===== config.mk =====
export PLATFORM = sky130hd
export DESIGN_NAME = usbfs_link_ctrl
export DESIGN_NICKNAME = d
export VERILOG_FILES = /design/src/rtl/usbfs_link_pkg.sv /design/src/rtl/usbfs_line_sync.sv /design/src/rtl/usbfs_link_ctrl.sv
export SDC_FILE = /design/constraint.sdc
export NUM_CORES = 1
export LEC_CHECK = 0
export CORE_UTILIZATION = 57
export DETAILED_ROUTE_END_ITERATION = 10
export GPL_TIMING_DRIVEN = 0
export MAX_ROUTING_LAYER = met4
export PLACE_DENSITY = 0.86
export SYNTH_ARGS = -nofsm -noshare
export SYNTH_HDL_FRONTEND = slang
export SYNTH_SLANG_ARGS = --single-unit

===== constraint.sdc =====
create_clock -name clk -period 3.9 [get_ports clk]
set_clock_uncertainty 0.05 [all_clocks]
set_input_delay 0.585 -clock clk [delete_from_list [all_inputs] [get_ports clk]]
set_output_delay 0.585 -clock clk [all_outputs]
set_load 0.05 [all_outputs]

===== src/rtl/usbfs_link_pkg.sv =====
// Shared types for the usbfs link-state controller: link states, decoded line
// states and the per-state output pattern.
package usbfs_link_pkg;

  typedef enum logic [2:0] {
    DISC    = 3'd0,
    BUSRST  = 3'd1,
    ACTIVE  = 3'd2,
    SUSPEND = 3'd3,
    RWAKE   = 3'd4
  } link_state_t;

  typedef enum logic [1:0] {
    SE0 = 2'd0,
    J   = 2'd1,
    K   = 2'd2
  } line_t;

  typedef struct packed {
    logic dp_pull;
    logic usb_rstn;
    logic suspend;
    logic wk_oe;
    logic wk_dp;
    logic wk_dn;
  } link_out_t;

  // Output pattern owned by each link state; registered by the controller.
  function automatic link_out_t state_outputs(input link_state_t s);
    link_out_t o;
    o = '0;
    case (s)
      DISC:    o = '0;
      BUSRST:  o.dp_pull = 1'b1;
      ACTIVE: begin
        o.dp_pull  = 1'b1;
        o.usb_rstn = 1'b1;
      end
      SUSPEND: begin
        o.dp_pull  = 1'b1;
        o.usb_rstn = 1'b1;
        o.suspend  = 1'b1;
      end
      RWAKE: begin
        o.dp_pull  = 1'b1;
        o.usb_rstn = 1'b1;
        o.wk_oe    = 1'b1;
        o.wk_dn    = 1'b1;
      end
      default: o = '0;
    endcase
    return o;
  endfunction

  // Saturating increment: holds at term once reached.
  function automatic logic [31:0] sat_inc(input logic [31:0] v, input logic [31:0] term);
    return (v >= term) ? term : v + 32'd1;
  endfunction

endpackage


===== src/rtl/usbfs_line_sync.sv =====
// Two-flop synchronizer for the raw D+/D- pins plus decode to a line state.
// SE1 is folded into J so downstream logic only ever sees SE0, J or K.
module usbfs_line_sync
  import usbfs_link_pkg::*;
(
  input  logic  clk,
  input  logic  rstn,
  input  logic  dp_rx,
  input  logic  dn_rx,
  output line_t line
);

  logic [1:0] dp_sync;
  logic [1:0] dn_sync;

  always_ff @(posedge clk or negedge rstn) begin
    if (!rstn) begin
      dp_sync <= '0;
      dn_sync <= '0;
    end else begin
      dp_sync <= {dp_sync[0], dp_rx};
      dn_sync <= {dn_sync[0], dn_rx};
    end
  end

  always_comb begin
    line = J;
    if (!dp_sync[1] && !dn_sync[1]) line = SE0;
    else if (!dp_sync[1] && dn_sync[1]) line = K;
  end

endmodule


===== src/rtl/usbfs_link_ctrl.sv =====
// USB FS connection/link-state controller: pull-up, connect delay, bus reset,
// suspend, host resume and device remote-wakeup signalling.
module usbfs_link_ctrl
  import usbfs_link_pkg::*;
#(
  parameter int CONNECT_CYCLES = 60000000,
  parameter int BUSRST_CYCLES  = 300,
  parameter int SUSPEND_CYCLES = 180000,
  parameter int RWAKE_CYCLES   = 120000
) (
  input  logic       clk,
  input  logic       rstn,
  input  logic       usb_dp_rx,
  input  logic       usb_dn_rx,
  input  logic       core_oe,
  input  logic       soft_connect,
  input  logic       rwake_req,
  output logic       usb_dp_pull,
  output logic       usb_rstn,
  output logic       usb_suspend,
  output logic       wk_oe,
  output logic       wk_dp,
  output logic       wk_dn,
  output logic [2:0] link_state
);

  localparam logic [31:0] CONNECT_TERM = 32'(CONNECT_CYCLES - 1);
  localparam logic [31:0] BUSRST_TERM  = 32'(BUSRST_CYCLES - 1);
  localparam logic [31:0] SUSPEND_TERM = 32'(SUSPEND_CYCLES - 1);
  localparam logic [31:0] RWAKE_TERM   = 32'(RWAKE_CYCLES - 1);

  line_t       line;
  link_state_t state, state_nx;
  logic [31:0] cnt, cnt_nx;
  logic [31:0] se0_cnt, se0_nx;
  logic [31:0] idle_cnt, idle_nx;
  link_out_t   out_q;

  usbfs_line_sync u_line_sync (
    .clk   (clk),
    .rstn  (rstn),
    .dp_rx (usb_dp_rx),
    .dn_rx (usb_dn_rx),
    .line  (line)
  );

  // cnt serves the connect delay in DISC and the K duration in RWAKE;
  // the two never overlap, and every state change clears all counters.
  always_comb begin
    state_nx = state;
    cnt_nx   = cnt;
    se0_nx   = se0_cnt;
    idle_nx  = idle_cnt;
    if (!soft_connect) begin
      state_nx = DISC;
      cnt_nx   = '0;
      se0_nx   = '0;
      idle_nx  = '0;
    end else begin
      case (state)
        DISC: begin
          if (cnt == CONNECT_TERM) state_nx = BUSRST;
          else cnt_nx = sat_inc(cnt, CONNECT_TERM);
        end
        BUSRST: begin
          if (line != SE0) state_nx = ACTIVE;
        end
        ACTIVE: begin
          se0_nx  = (line == SE0) ? sat_inc(se0_cnt, BUSRST_TERM) : '0;
          idle_nx = (line == J && !core_oe) ? sat_inc(idle_cnt, SUSPEND_TERM) : '0;
          if (line == SE0 && se0_cnt == BUSRST_TERM) state_nx = BUSRST;
          else if (line == J && !core_oe && idle_cnt == SUSPEND_TERM) state_nx = SUSPEND;
        end
        SUSPEND: begin
          se0_nx = (line == SE0) ? sat_inc(se0_cnt, BUSRST_TERM) : '0;
          if (line == SE0 && se0_cnt == BUSRST_TERM) state_nx = BUSRST;
          else if (line == K) state_nx = ACTIVE;
          else if (rwake_req) state_nx = RWAKE;
        end
        RWAKE: begin
          // The device owns the bus here, so the line is not looked at.
          if (cnt == RWAKE_TERM) state_nx = ACTIVE;
          else cnt_nx = sat_inc(cnt, RWAKE_TERM);
        end
        default: state_nx = DISC;
      endcase
      if (state_nx != state) begin
        cnt_nx  = '0;
        se0_nx  = '0;
        idle_nx = '0;
      end
    end
  end

  // Outputs are registered from the next state so they move on the same edge
  // as link_state; the async reset releases the bus immediately.
  always_ff @(posedge clk or negedge rstn) begin
    if (!rstn) begin
      state    <= DISC;
      cnt      <= '0;
      se0_cnt  <= '0;
      idle_cnt <= '0;
      out_q    <= '0;
    end else begin
      state    <= state_nx;
      cnt      <= cnt_nx;
      se0_cnt  <= se0_nx;
      idle_cnt <= idle_nx;
      out_q    <= state_outputs(state_nx);
    end
  end

  assign usb_dp_pull = out_q.dp_pull;
  assign usb_rstn    = out_q.usb_rstn;
  assign usb_suspend = out_q.suspend;
  assign wk_oe       = out_q.wk_oe;
  assign wk_dp       = out_q.wk_dp;
  assign wk_dn       = out_q.wk_dn;
  assign link_state  = state;

endmodule


==> flow_metrics.py <==
metrics = {
    "clocking": {
        "cts_hold_buf": 0,
        "postCtsSetupBuffers": 0,
        "clk_pin_slew_ns": 0.10,
        "post_cts_resize_count": 0,
        "worstSkewPairLatency_ns": 0.39,
        "htreeDepth": 3,
        "cts_root_buf": "clkbuf_8",
        "tritoncts": "done",
        "clk_path_buf_depth": 2,
        "cts_buffers": 9,
        "clock_sinks": 107,
    },
    "route": {
        "routed_via_density": 6.29,
        "wirelength_mm": 14.4,
        "dr.max_layer_used": "met4",
        "post_drt_wl_per_cell_um": 16.9,
        "dr_wl_met2_mm": 6.97,
        "drcViolationCount": 0,
        "vias": 5350,
        "wl_met1_mm": 6.22,
        "wl_met3_um": 889,
        "first_iter_violations": 384,
        "drt_first_pass_iters": 5,
        "ant_nets": 0,
    },
    "setup_path": {
        "cp_max_fo": 10,
        "critical_path.max_stage_delay_ns": 0.49,
        "crit_path_end_kind": "register",
        "cp.arrival_ns": 3.42,
        "path_class": "register to register",
        "slowest_stage": "nor2_1",
        "worst_ep_required_time_ns": 4.10,
        "path_delay_family": "simple AND/OR/NAND/NOR gates",
        "crit_buf_inv": 2,
        "start_kind": "register",
        "crit_chain": "clkbuf_1, nand2b_1, nor2_1, nand2_1, o41ai_1, a31oi_1, nand2_1, clkbuf_1, nor3_1",
    },
    "pwr": {
        "p_seq_share_pct": 61.9,
        "p_sw_mw": 0.442,
        "p_clk_share_pct": 34.3,
        "swShare_pct": 24.5,
        "p_leak_nw": 2.64,
        "total_power_mw": 1.81,
        "p_int_mw": 1.36,
        "power_frac_comb_pct": 3.8,
        "power_density_nw_per_um2": 284,
        "ir_drop_mv": 0.229,
    },
    "yosys": {
        "syn_nets": 697,
        "synth_flop_cell": "dfrtp_1",
        "synth-edff-count": 0,
        "synthTopCellsByArea": "dfrtp_1, nor2_1, nand2_1",
        "yosysTopAreaCellShare_pct": 45.6,
        "synth_top_area_cell": "dfrtp_1",
        "netlist_instances": 687,
        "ys_ff_latch": 107,
        "syn_area_um2": 5870,
        "seq_area_frac_synth_pct": 45.6,
        "avgSynthCellArea_um2": 8.54,
        "ys_warn_count": 0,
        "synth_cell_type_count": 54,
        "synthArstFlopShare_pct": 100,
    },
    "timing": {
        "period_share_pct": 82.6,
        "worst_slew_pin_slew_ns": 0.713,
        "slew_headroom_pct": 51.2,
        "report.final.slew_viol_count": 0,
        "grt_setup_unrepaired": "false",
        "holdWs_ns": 0.157,
        "setup_viol": 0,
        "fmax_ghz": 0.310,
        "fin_setup_tns_ns": 0,
        "min_period_ns": 3.22,
        "hold_viol": 0,
    },
    "cells_and_area": {
        "antennaDiodeCount": 0,
        "drive_gt1_share_pct": 6.42,
        "regArea_um2": 2680,
        "final_nets": 723,
        "design_area_um2": 6360,
        "syn_to_final_growth_pct": 8.51,
        "num-fill-cells": 818,
        "multi_input_area_um2": 2980,
    },
    "die": {
        "dieArea_um2": 10700,
        "rows": 36,
        "die_w_um": 103,
        "start_util_pct": 59.5,
        "fp.dieH_um": 103,
        "ios": 16,
        "core_um2": 9860,
    },
    "run": {
        "drv_cap": 0,
    },
    "global_routing": {
        "track_usage_pct": 29.8,
        "grt_max_degree": 62,
        "grt_pass1_wl_mm": 23.7,
        "grt-ovfl-total": 0,
        "antenna_found_initial": 0,
        "grt_pass1_vias": 5037,
    },
    "min_path": {
        "worstHoldPathType": "primary input to asynchronous set/reset pin",
    },
    "placement": {
        "gp_congestion": 0.944,
        "io_buffer_count": 14,
        "hpwl_mm": 10.3,
        "placed_area_um2": 6200,
    },
    "status": {
        "status": "finished clean",
    },
}
[placed cells by master, fill, tap and decap left out, drive strengths merged, types with 3 or more instances in the layout]
cell / instances
dfrtp: 107
nor2: 84
nand2: 64
nand3: 45
a21oi: 41
clkbuf: 39
nor3: 37
o21ai: 34
and3: 32
nor4: 21
nand4: 19
a31oi: 18
xnor2: 18
inv: 14
clkdlybuf4s50: 13
or3: 12
buf: 12
or2: 8
xor2: 8
and2: 7
o22ai: 7
and4: 6
a21o: 6
o221a: 6
or4: 6
o21a: 5
nand2b: 4
a311oi: 4
nor2b: 3
o31ai: 3
ha: 3
a211oi: 3
or3b: 3
[power groups by stage]
stage	Clock, mW	Combinational [mW]	Sequential (mW)
floorplan	0	0.0275	1.14
global placement	0	0.0651	1.14
detailed placement	0	0.0704	1.14
CTS	0.637	0.0705	1.12
global route	0.678	0.0783	1.12
finish	0.619	0.0694	1.12
[path summary, 6_finish.rpt]
| path | from | end | slack (ns) | cells after the start |
|---|---|---|---|---|
| min reg2reg | u_line_sync.dn_sync[0] | u_line_sync.dn_sync[1] | 0.33 | 0 |
| min | rstn | se0_cnt[7] | 0.16 | 1 |
| max in group asynchronous | rstn | idle_cnt[18] | 2.94 | 2 |
| max reg2reg | link_state[2] | idle_cnt[8] | 0.68 | 9 |
| max | link_state[2] | idle_cnt[8] | 0.68 | 9 |
| min in group clk | u_line_sync.dn_sync[0] | u_line_sync.dn_sync[1] | 0.33 | 0 |
[metal layers]
| metal | global-route usage (%) | vias up |
|---|---|---|
| li1 | - | 2547 |
| met1 | 36.4 | 2567 |
| met2 | 48.2 | 211 |
| met3 | 7.46 | 25 |
| met4 | 10.2 | 0 |
| met5 | - | - |
[synth_stat cells, types with 12 or more instances]
master and number:
nand3_1 45, xnor2_1 18, or3_1 12, clkbuf_1 29, nor4_1 21, nand2_1 64, dfrtp_1 107, nor2_1 83
a31oi_1 18, and3_1 32, nor3_1 37, a21oi_1 41, o21ai_0 33, nand4_1 19, inv_1 13
[state kept, by name, summed over array words and instances (netlist names)]
signal / flops
idle_cnt: 32
cnt: 32
usb_suspend: 1
u_line_sync.dn_sync: 2
u_line_sync.dp_sync: 2
wk_dn: 1
usb_rstn: 1
se0_cnt: 32
usb_dp_pull: 1
link_state: 3
[logic make-up (layout without fill, tap and decap cells)]
kind of cell | count (synthesis) | in the layout | synth area share (%)
xor+xnor | 26 | 26 | 3.88
mux | 1 | 1 | 0.171
buf+inv | 52 | 82 | 3.63
fa+ha+maj | 3 | 3 | 0.640
other cells | 1 | 1 | 0.0639
simple gates | 360 | 360 | 31.4
flops | 107 | 107 | 45.6
compound gates | 137 | 137 | 14.5
[stage by stage]
step	setup WS, ns	std cells	utilization [%]
after floorplan	1.28	687	-
after global placement	-1.68	834	62.6
after detailed placement	0.780	835	62.8
after CTS	0.745	850	64.5
after global routing	0.429	850	64.5
final	0.678	850	64.5
[cell type report]
| class | instances | area share [%] |
|---|---|---|
| Buffer | 39 | 2.58 |
| Clock buffer | 10 | 2.01 |
| Clock inverter | 5 | 0.629 |
| Inverter | 13 | 0.767 |
| Multi-Input combinational cell | 528 | 46.7 |
| Sequential cell | 107 | 42.1 |
| Tap cell | 133 | 2.61 |
| Timing Repair Buffer | 15 | 2.59 |
(Power assumes the default switching activity.)
